$ cat src/rtl/regfile_read_bypass.sv
// 16 x 16-bit register file with two decoded read ports and write-before-read
// bypass so a value being written is visible to same-cycle readers.
module regfile_read_bypass #(
  parameter int unsigned DATA_W = 16,
  parameter int unsigned NREG   = 16,
  parameter int unsigned ID_W   = 4
) (
  input  logic              clk,
  input  logic              rst,
  input  logic [ID_W-1:0]   SrcReg1,
  input  logic [ID_W-1:0]   SrcReg2,
  input  logic [ID_W-1:0]   DstReg,
  input  logic              WriteReg,
  input  logic [DATA_W-1:0] DstData,
  output logic [DATA_W-1:0] SrcData1,
  output logic [DATA_W-1:0] SrcData2,
  output logic              WriteHit1,
  output logic              WriteHit2
);

  logic [DATA_W-1:0] regs [NREG];
  logic [NREG-1:0]   rd_wl1;
  logic [NREG-1:0]   rd_wl2;
  logic [DATA_W-1:0] rd_data1;
  logic [DATA_W-1:0] rd_data2;
  logic              wr_en;

  // R0 is never written, so it stays at its reset value of zero.
  assign wr_en = WriteReg && (DstReg != '0);

  always_ff @(posedge clk) begin
    if (rst) begin
      for (int i = 0; i < int'(NREG); i++) begin
        regs[i] <= '0;
      end
    end else if (wr_en) begin
      regs[DstReg] <= DstData;
    end
  end

  // One-hot read wordlines, ungated.
  assign rd_wl1 = NREG'(1) << SrcReg1;
  assign rd_wl2 = NREG'(1) << SrcReg2;

  always_comb begin
    rd_data1 = '0;
    rd_data2 = '0;
    for (int i = 0; i < int'(NREG); i++) begin
      if (rd_wl1[i]) rd_data1 = rd_data1 | regs[i];
      if (rd_wl2[i]) rd_data2 = rd_data2 | regs[i];
    end
  end

  // Bypass only on a real write; R0 reads never bypass.
  assign WriteHit1 = WriteReg && (DstReg == SrcReg1) && (SrcReg1 != '0);
  assign WriteHit2 = WriteReg && (DstReg == SrcReg2) && (SrcReg2 != '0);

  assign SrcData1 = WriteHit1 ? DstData : rd_data1;
  assign SrcData2 = WriteHit2 ? DstData : rd_data2;

endmodule

$ cat config.mk
export PLATFORM = sky130hd
export DESIGN_NAME = regfile_read_bypass
export DESIGN_NICKNAME = d
export VERILOG_FILES = /design/src/rtl/regfile_read_bypass.sv
export SDC_FILE = /design/constraint.sdc
export NUM_CORES = 1
export LEC_CHECK = 0
export ABC_AREA = 0
export BUFFER_PORTS_ARGS = -buffer_cell sky130_fd_sc_hd__buf_2
export CAP_MARGIN = 5
export CORE_MARGIN = 5
export CORE_UTILIZATION = 60
export CTS_BUF_LIST = sky130_fd_sc_hd__clkbuf_16
export CTS_CLUSTER_SIZE = 12
export DETAILED_ROUTE_END_ITERATION = 10
export PLACE_DENSITY_LB_ADDON = 0.3
export SLEW_MARGIN = 20
export SYNTH_ARGS = -nofsm -noshare
export SYNTH_HDL_FRONTEND = slang
export SYNTH_SLANG_ARGS = --single-unit
export TNS_END_PERCENT = 10
$ cat constraint.sdc
create_clock -name clk -period 4.7 [get_ports clk]
set_clock_uncertainty 0.2 [all_clocks]
set_input_delay 1.41 -clock clk [delete_from_list [all_inputs] [get_ports clk]]
set_output_delay 1.41 -clock clk [all_outputs]
set_load 0.01 [all_outputs]
== Word-level counts from Yosys, hierarchy flattened ==
Memories as Yosys holds them, arrays and structs flattened.
Cells that the tools add are included.

* Bits in read-only memories: 0
* Word-level logic and storage cells: 86
* Bits in writable memories: 256
* Memories: 1
* Bits in registers: 0
* Latch bits: 0

{| class="wikitable"
|+ Memory list
! memory !! depth !! width !! read ports !! clocked after memory_dff !! wr ports !! RTL line !! RTL
|-
| regs || 16 || 16 || 16 || 0 || 16 || 21 || <nowiki>logic [DATA_W-1:0] regs [NREG];</nowiki>
|}

* Bitwise gates (word level): 30
* Multipliers: 0
* Shift operators: 2
* Mux-type cells: 42
* Reductions and logical operators: 9
* Div/mod/pow operators: 0
* Equality and inequality tests: 2
* Order comparisons: 0
* Add/subtract/negate cells: 0

{| class="wikitable"
|+ Operators by type and width
! kind !! number
|-
| $mux W16 || 35
|-
| $or A16 B16 Y16 || 30
|-
| $shl A1 B4 Y16 const A || 2
|-
| $reduce_or A16 Y1 || 1
|-
| $reduce_bool A4 Y1 || 3
|-
| $eq A4 B4 Y1 || 2
|-
| $mux W1 || 6
|-
| $logic_and A1 B1 Y1 || 5
|-
| $mux W4 || 1
|}

== Depth between registers and ports, before layout ==
Gate-level depths: netlist (run 1).

* Word-level depth: 33
* Mapped depth: 9
* Depth with buffers taken out: 5

== Least setup slack after synthesis (run 1) ==
OpenSTA, ideal clock, no wires.

* Path kind: input -> output
* From: input SrcReg2[1]
* To: output SrcData2[11]
* Path buffers: 3
* Setup slack: 333 ps
* Cell stages on the path: 8
* Data required time: 3090 ps
* Arrival time: 2757 ps
* Cell sequence: buf_2 -> or2_2 -> clkbuf_1 -> o21ai_0 -> a21o_1 -> buf_2 -> nor2_1 -> a21oi_1

* Cells in the longest elaborated chain, start to end: 33
* Elaborated cells on any way between the ends: 37
* Classes of those cells: eq/ne (1); shift (1); mux (17); bitwise (15); reduce/logical (3)

{| class="wikitable"
|+ RTL lines
! what !! RTL line !! RTL
|-
| start, declared || 11 || <nowiki>input logic [ID_W-1:0] SrcReg2,</nowiki>
|-
| $shl A1 B4 Y16 || 43 || <nowiki>assign rd_wl2 = NREG'(1) << SrcReg2;</nowiki>
|-
| $mux W16 || 50 || <nowiki>if (rd_wl2[i]) rd_data2 = rd_data2 | regs[i];</nowiki>
|-
| $or A16 B16 Y16 || 50 ||
|-
| $mux W16 || 50 ||
|-
| $or A16 B16 Y16 || 50 ||
|-
| $mux W16 || 50 ||
|-
| $or A16 B16 Y16 || 50 ||
|-
| $mux W16 || 50 ||
|-
| [17 not listed] || -- ||
|-
| $mux W16 || 50 ||
|-
| $or A16 B16 Y16 || 50 ||
|-
| $mux W16 || 50 ||
|-
| $or A16 B16 Y16 || 50 ||
|-
| $mux W16 || 50 ||
|-
| $or A16 B16 Y16 || 50 ||
|-
| $mux W16 || 50 ||
|-
| $mux W16 * || 59 || <nowiki>assign SrcData2 = WriteHit2 ? DstData : rd_data2;</nowiki>
|-
| end, declared || 16 || <nowiki>output logic [DATA_W-1:0] SrcData2,</nowiki>
|}

Mark *: on every way between the ends. The rest lies on a longest branch, timed or not.

== Worst setup path in the final report (run 1) ==
* From: input SrcReg1[0]
* To: output SrcData1[14]

* Cells in the longest elaborated chain, start to end: 33
* Elaborated cells on any way between the ends: 37
* Classes of those cells: eq/ne (1); shift (1); mux (17); bitwise (15); reduce/logical (3)

{| class="wikitable"
|+ RTL lines
! what !! RTL line !! RTL
|-
| start, declared || 10 || <nowiki>input logic [ID_W-1:0] SrcReg1,</nowiki>
|-
| $shl A1 B4 Y16 || 42 || <nowiki>assign rd_wl1 = NREG'(1) << SrcReg1;</nowiki>
|-
| $mux W16 || 49 || <nowiki>if (rd_wl1[i]) rd_data1 = rd_data1 | regs[i];</nowiki>
|-
| $or A16 B16 Y16 || 49 ||
|-
| $mux W16 || 49 ||
|-
| $or A16 B16 Y16 || 49 ||
|-
| $mux W16 || 49 ||
|-
| $or A16 B16 Y16 || 49 ||
|-
| $mux W16 || 49 ||
|-
| [17 not listed] || -- ||
|-
| $mux W16 || 49 ||
|-
| $or A16 B16 Y16 || 49 ||
|-
| $mux W16 || 49 ||
|-
| $or A16 B16 Y16 || 49 ||
|-
| $mux W16 || 49 ||
|-
| $or A16 B16 Y16 || 49 ||
|-
| $mux W16 || 49 ||
|-
| $mux W16 * || 58 || <nowiki>assign SrcData1 = WriteHit1 ? DstData : rd_data1;</nowiki>
|-
| end, declared || 15 || <nowiki>output logic [DATA_W-1:0] SrcData1,</nowiki>
|}

Marks and branches as above.

==> results of run 1 <==
cell usage in the layout (no fill, tap or decap), types with 36 or more instances in the layout:
master | Yosys | routed
and2_1 | 225 | 225
a21oi_1 | 47 | 41
buf_2 | 36 | 60
mux2i_1 | 36 | 36
nor2_1 | 50 | 49
edfxtp_1 | 256 | 256
a22oi_1 | 45 | 45
a221oi_1 | 64 | 58
buf_4 | 5 | 91
mux2_2 | 74 | 74
logic make-up after synthesis:
family / Yosys count / synth area share (%)
AND/OR/NAND/NOR: 386 / 15.5
AO/OA/AOI/OAI: 259 / 13.7
flip-flops: 256 / 54.7
buffers and inverters: 134 / 4.25
multiplexers: 129 / 11.4
XOR/XNOR: 6 / 0.374
other: 1 / 0.0267
per-stage QoR:
| step | setup TNS, ns | utilization, % |
|---|---|---|
| 3_5_place_dp | -1.22 | 66.6 |
| 2_1_floorplan | 0 | - |
| 5_1_grt | -0.322 | 70.7 |
| 4_1_cts | -0.0446 | 70.0 |
| 6_report | -0.0311 | 70.8 |
| 3_3_place_gp | -0.730 | 66.6 |
cell usage after synthesis, types with 2 or more instances:
library cell  instances
edfxtp_1            256
and2_1              225
mux2_2               74
a221oi_1             64
clkbuf_1             61
nor2_1               50
a21oi_1              47
a22oi_1              45
buf_2                36
mux2i_1              36
a222oi_1             29
nor3_1               29
a211oi_1             28
nand2_1              24
o21ai_0              19
inv_1                18
mux4_2               17
nand3_1              17
o22ai_1              17
or2_2                17
buf_1                10
nand2b_1              6
nor2b_1               6
xnor2_1               6
buf_4                 5
buf_6                 4
nand3b_1              4
nor4_1                3
a211oi_2              2
mux2_4                2
nand4_1               2
layout make-up:
class | instances | area, sq um | area share (%)
clock buffer | 27 | 676 | 4.10
antenna | 4 | 10.0 | 0.0608
timing repair buffer | 181 | 1550 | 9.42
sequential | 256 | 7690 | 46.7
inverter | 18 | 67.6 | 0.410
multi-input combinational | 796 | 6000 | 36.5
tap | 319 | 399 | 2.42
clock inverter | 16 | 67.6 | 0.410
power groups by stage:
stage | Clock [mW] | Combinational (mW) | Sequential, mW
6_report | 1.91 | 0.871 | 2.75
5_1_grt | 2.00 | 0.899 | 2.75
4_1_cts | 1.90 | 0.821 | 2.73
3_5_place_dp | 0 | 0.811 | 2.78
3_3_place_gp | 0 | 0.799 | 2.78
2_1_floorplan | 0 | 0.458 | 2.74
how the worst min path moves through the flow:
stage	from	cells past startpoint	end
6_report	DstData[11]	2	regs[6][11]$_SDFFCE_PN0P_
3_5_place_dp	DstData[11]	2	regs[6][11]$_SDFFCE_PN0P_
4_1_cts	DstData[11]	2	regs[6][11]$_SDFFCE_PN0P_
3_3_place_gp	DstData[11]	2	regs[6][11]$_SDFFCE_PN0P_
2_1_floorplan	DstData[15]	1	regs[1][15]$_SDFFCE_PN0P_
5_1_grt	DstData[11]	2	regs[6][11]$_SDFFCE_PN0P_
layer usage:
metal / GRT usage, % / routed length (um)
met5: 0 / 0
met4: 17.0 / 3040
met3: 9.59 / 7290
met2: 56.5 / 22700
met1: 50.1 / 17900
worst max-delay path, delay by kind of cell:
kind / cells / cell delay (ns)
buf+inv: 5 / 0.78
simple gates: 1 / 0.32
compound gates: 4 / 0.60
what timing repair did:
action	CTS	global route
pin swaps	8	15
endpoints found under the hold margin	0	0
gates cloned	0	1
buffers inserted	0	3
resized for setup	9	32
setup endpoints to repair	17	22
==> impl_metrics.json, run 1 <==
{
  "routed_wl_mm": 50.9,
  "grt-ovfl-total": 0,
  "vias_per_cell": 7.18,
  "fmax_mhz": 211,
  "cp_max_fo": 12,
  "rows": 56,
  "cts.sinks": 256,
  "p_int_mw": 4.03,
  "p_total_mw": 5.53,
  "cts_tree": "yes",
  "syn_to_final_growth_pct": 17.1,
  "largest_reg_flops": 256,
  "path_clk_slew_ns": 0.06,
  "top_level_ports": 65,
  "crit_path_start": "SrcReg1[0]",
  "cts-root-buf": "clkbuf_16",
  "nets": 1311,
  "sequentialPowerShare_pct": 49.6,
  "pwr-share-clk_pct": 34.6,
  "critical_path_class": "input port to primary output",
  "min_period_ns": 4.73,
  "core-area_sq_um": 23300,
  "die_area_sq_um": 26600,
  "peakVddDrop_mv": 0.265,
  "finalHoldViolCount": 0,
  "fin_crit_sh_pct": 101,
  "synth_flop_cell": "edfxtp_1",
  "drt_iter0_markers": 2250,
  "drive_gt1_share_pct": 27.8,
  "crit_end": "SrcData1[14]",
  "p_per_area_nw_per_um2": 336,
  "ant_nets": 0,
  "synth_cell_type_count": 43,
  "routedWlPerCell_um": 31.5,
  "dp.cells": 1566,
  "drc_errors": 0,
  "grtUsageTotal_pct": 37.0,
  "h-tree-depth": 1,
  "via_count": 11600,
  "place.port_buffers": 64,
  "whs_ns": 1.09,
  "dpl.hpwl_mm": 31.3,
  "fin_cells": 1617,
  "synth-edff-count": 256,
  "postSynthCellCount": 1171,
  "cp_common_cell": "buf_4",
  "clockBufferDepth": 3,
  "antenna_found_initial": 2,
  "ys_seq_area_share_pct": 54.7,
  "switching_share_pct": 27.1,
  "hold_buffers": 0,
  "crit_path_start_kind": "input port",
  "critPathArrivalTime_ns": 3.12,
  "slowest_delay_ns": 0.32,
  "max_slew_margin_pct": 49.1,
  "synth_warnings": 0,
  "rsz0062_at_grt": "yes",
  "finalSetupViolCount": 1,
  "p_comb_share_pct": 15.8,
  "hold_path.class": "input port to register",
  "maxCapViolations": 0,
  "worst_slew_pin_slew_ns": 0.763,
  "cp_cell_sequence": "clkbuf_4, or2_2, o21ai_1, buf_4, a21oi_4, buf_12, a211oi_2, a21oi_2, buf_4, buf_2",
  "dieWidth_um": 163,
  "die_h_um": 163,
  "violations": "setup timing",
  "leakagePower_nw": 6.03,
  "cpMaxStageDelayCell": "or2_2",
  "top_register": "regs",
  "dp_slack_ns": -0.174,
  "grt_max_degree": 37,
  "placed_cell_area_sq_um": 15500,
  "initial_utilization_pct": 60.4,
  "synth_top_area_share_pct": 54.7,
  "synthArstFlopShare_pct": 0,
  "endpoint_kind": "primary output",
  "cts_made_buffers": 27,
  "ys_top_cells_by_area": "edfxtp_1 55%, and2_1 10%, mux2_2 5.9%",
  "reg.largest.list": "regs: 256 flops",
  "drt_first_pass_iters": 7,
  "synth_seq_cells": 256,
  "netlist_area_sq_um": 14100,
  "fillers": 1709,
  "grt_pass1_wl_mm": 71.8,
  "worst_slack_ns": -0.0311,
  "fin_area_sq_um": 16500,
  "grt_pass1_vias": 11100,
  "drv_slew": 0,
  "crit_required_ns": 3.09,
  "synth_top_area_cell": "edfxtp_1",
  "switching_power_mw": 1.50,
  "postSynthAreaPerCell_sq_um": 12.0,
  "gp_congestion": 0.966,
  "status": "finished with violations"
}
No activity file was read; power rests on OpenSTA's default activity.
==> run 2, diff against run 1 <==
--- a/config.mk
+++ b/config.mk
@@ -8,8 +8,10 @@
 export ABC_AREA = 0
 export BUFFER_PORTS_ARGS = -buffer_cell sky130_fd_sc_hd__buf_2
 export CAP_MARGIN = 5
+export CELL_PAD_IN_SITES_DETAIL_PLACEMENT = 1
+export CELL_PAD_IN_SITES_GLOBAL_PLACEMENT = 1
 export CORE_MARGIN = 5
-export CORE_UTILIZATION = 60
+export CORE_UTILIZATION = 51
 export CTS_BUF_LIST = sky130_fd_sc_hd__clkbuf_16
 export CTS_CLUSTER_SIZE = 12
 export DETAILED_ROUTE_END_ITERATION = 10
==> impl_metrics.json, run 2 (synthesis results as in run 1) <==
{
  "cp_cell_sequence": "buf_2, and3_1, buf_12, a222oi_1, mux2i_1, a211oi_2, a21oi_2, buf_2",
  "critPathArrivalTime_ns": 3.22,
  "antenna_found_initial": 3,
  "core-area_sq_um": 27000,
  "top_usage_layer": "met2",
  "cts.sinks": 256,
  "switching_share_pct": 27.3,
  "use_met2_pct": 57.3,
  "routed_wl_mm": 56.8,
  "grt-ovfl-total": 0,
  "crit_path_start_kind": "input port",
  "peakVddDrop_mv": 0.261,
  "initial_utilization_pct": 52.0,
  "h-tree-depth": 1,
  "ant_nets": 0,
  "p_comb_share_pct": 15.8,
  "cts_made_buffers": 28,
  "pwr-share-clk_pct": 36.3,
  "crit_buf_inv": 3,
  "fin_cells": 1665,
  "finalSetupViolCount": 16,
  "gp_congestion": 0.969,
  "layout_common_cells": "256 x edfxtp_1, 225 x and2_1, 106 x buf_4",
  "p_int_mw": 4.18,
  "die_area_sq_um": 31000,
  "finalSetupTns_ns": -0.780,
  "drv_slew": 0,
  "path_clk_slew_ns": 0.06,
  "die_h_um": 176,
  "hold_path.class": "input port to register",
  "drc_errors": 0,
  "cp_max_fo": 21,
  "via_count": 12000,
  "dieWidth_um": 176,
  "crit_required_ns": 3.09,
  "drt_iter0_markers": 1909,
  "clockBufferDepth": 3,
  "rows": 60,
  "worst_slack_ns": -0.131,
  "min_period_ns": 4.83,
  "place.port_buffers": 64,
  "p_total_mw": 5.75,
  "reg.largest.list": "regs: 256 flops",
  "grt_max_degree": 32,
  "p_per_area_nw_per_um2": 341,
  "fillers": 2733,
  "fmax_mhz": 207,
  "rsz0062_at_grt": "yes",
  "leakagePower_nw": 6.25,
  "top_level_ports": 65,
  "utilization_pct": 62.4,
  "slowest_delay_ns": 0.41,
  "cts_tree": "yes",
  "largest_reg_flops": 256,
  "whs_ns": 1.18,
  "use_met3_pct": 7.99,
  "dp.cells": 1607,
  "cp_common_cell": "buf_2",
  "drive_gt1_share_pct": 29.7,
  "violations": "setup timing",
  "grt_pass1_vias": 12400,
  "nets": 1335,
  "endpoint_kind": "primary output",
  "sequentialPowerShare_pct": 48.0,
  "cp_top_family": "compound AO/OA/AOI/OAI gates",
  "fin_crit_sh_pct": 103,
  "vias_per_cell": 7.19,
  "syn_to_final_growth_pct": 20.0,
  "cts-root-buf": "clkbuf_16",
  "finalHoldViolCount": 0,
  "use_met1_pct": 45.7,
  "grt_pass1_wl_mm": 81.2,
  "worst_slew_pin_slew_ns": 0.766,
  "dpl.hpwl_mm": 35.9,
  "grtUsageTotal_pct": 35.4,
  "switching_power_mw": 1.57,
  "status": "finished with violations",
  "drt_first_pass_iters": 8,
  "max_slew_margin_pct": 48.9,
  "cpMaxStageDelayCell": "a222oi_1",
  "critical_path_class": "input port to primary output",
  "layout_commonest_cell": "edfxtp_1",
  "top_register": "regs",
  "routedWlPerCell_um": 34.1,
  "maxCapViolations": 0
}
==> run 2: changes by cell type in the layout (fill, tap and decap cells not counted), sizes merged <==
cell | previous run | this run
buf | 179 | 204
diode | 4 | 1
inv | 24 | 26
bufinv | 0 | 1
clkinv | 10 | 11
==> run 2: cell type report <==
cell class,instances,area [sq um],area share (%)
antenna,1,2.50,0.0148
clock buffer,29,726,4.30
clock inverter,20,114,0.675
inverter,18,67.6,0.400
multi-input combinational,796,6060,35.9
sequential,256,7690,45.6
tap,341,427,2.53
timing repair buffer,204,1790,10.6
==> run 2: final timing paths <==
| kind | startpoint | end | slack [ns] | cells past startpoint |
|---|---|---|---|---|
| hold / removal | DstData[9] | regs[6][9]$_SDFFCE_PN0P_ | 1.18 | 2 |
| setup / recovery | SrcReg1[1] | SrcData1[13] | -0.13 | 8 |
==> run 2: per-layer routing <==
metal / vias to the layer above / share of wire, %
met5: - / 0
met2: 985 / 46
li1: 4747 / -
met4: 0 / 5.5
met3: 231 / 12
met1: 6011 / 36
==> run 2: power groups by stage <==
stage	logic, mW	clock network (mW)	registers (mW)
6_report	0.907	2.09	2.76
4_1_cts	0.866	2.08	2.75
3_5_place_dp	0.832	0	2.79
3_3_place_gp	0.805	0	2.78
2_1_floorplan	0.458	0	2.74
5_1_grt	0.937	2.19	2.76
==> run 2: repair_timing <==
action,in CTS,in global routing
buffers inserted,4,6
hold buffers,0,0
hold endpoints to repair,0,0
resized for setup,36,24
setup endpoints to repair,31,31
pin swaps,14,18
==> run 2: through the flow <==
step / setup slack [ns] / instance area [sq um]
3_5_place_dp: -0.171 / 15700
5_1_grt: -0.143 / 16900
6_report: -0.131 / 16900
3_3_place_gp: -0.124 / 15700
4_1_cts: -0.0955 / 16700
2_1_floorplan: 0.333 / 14100
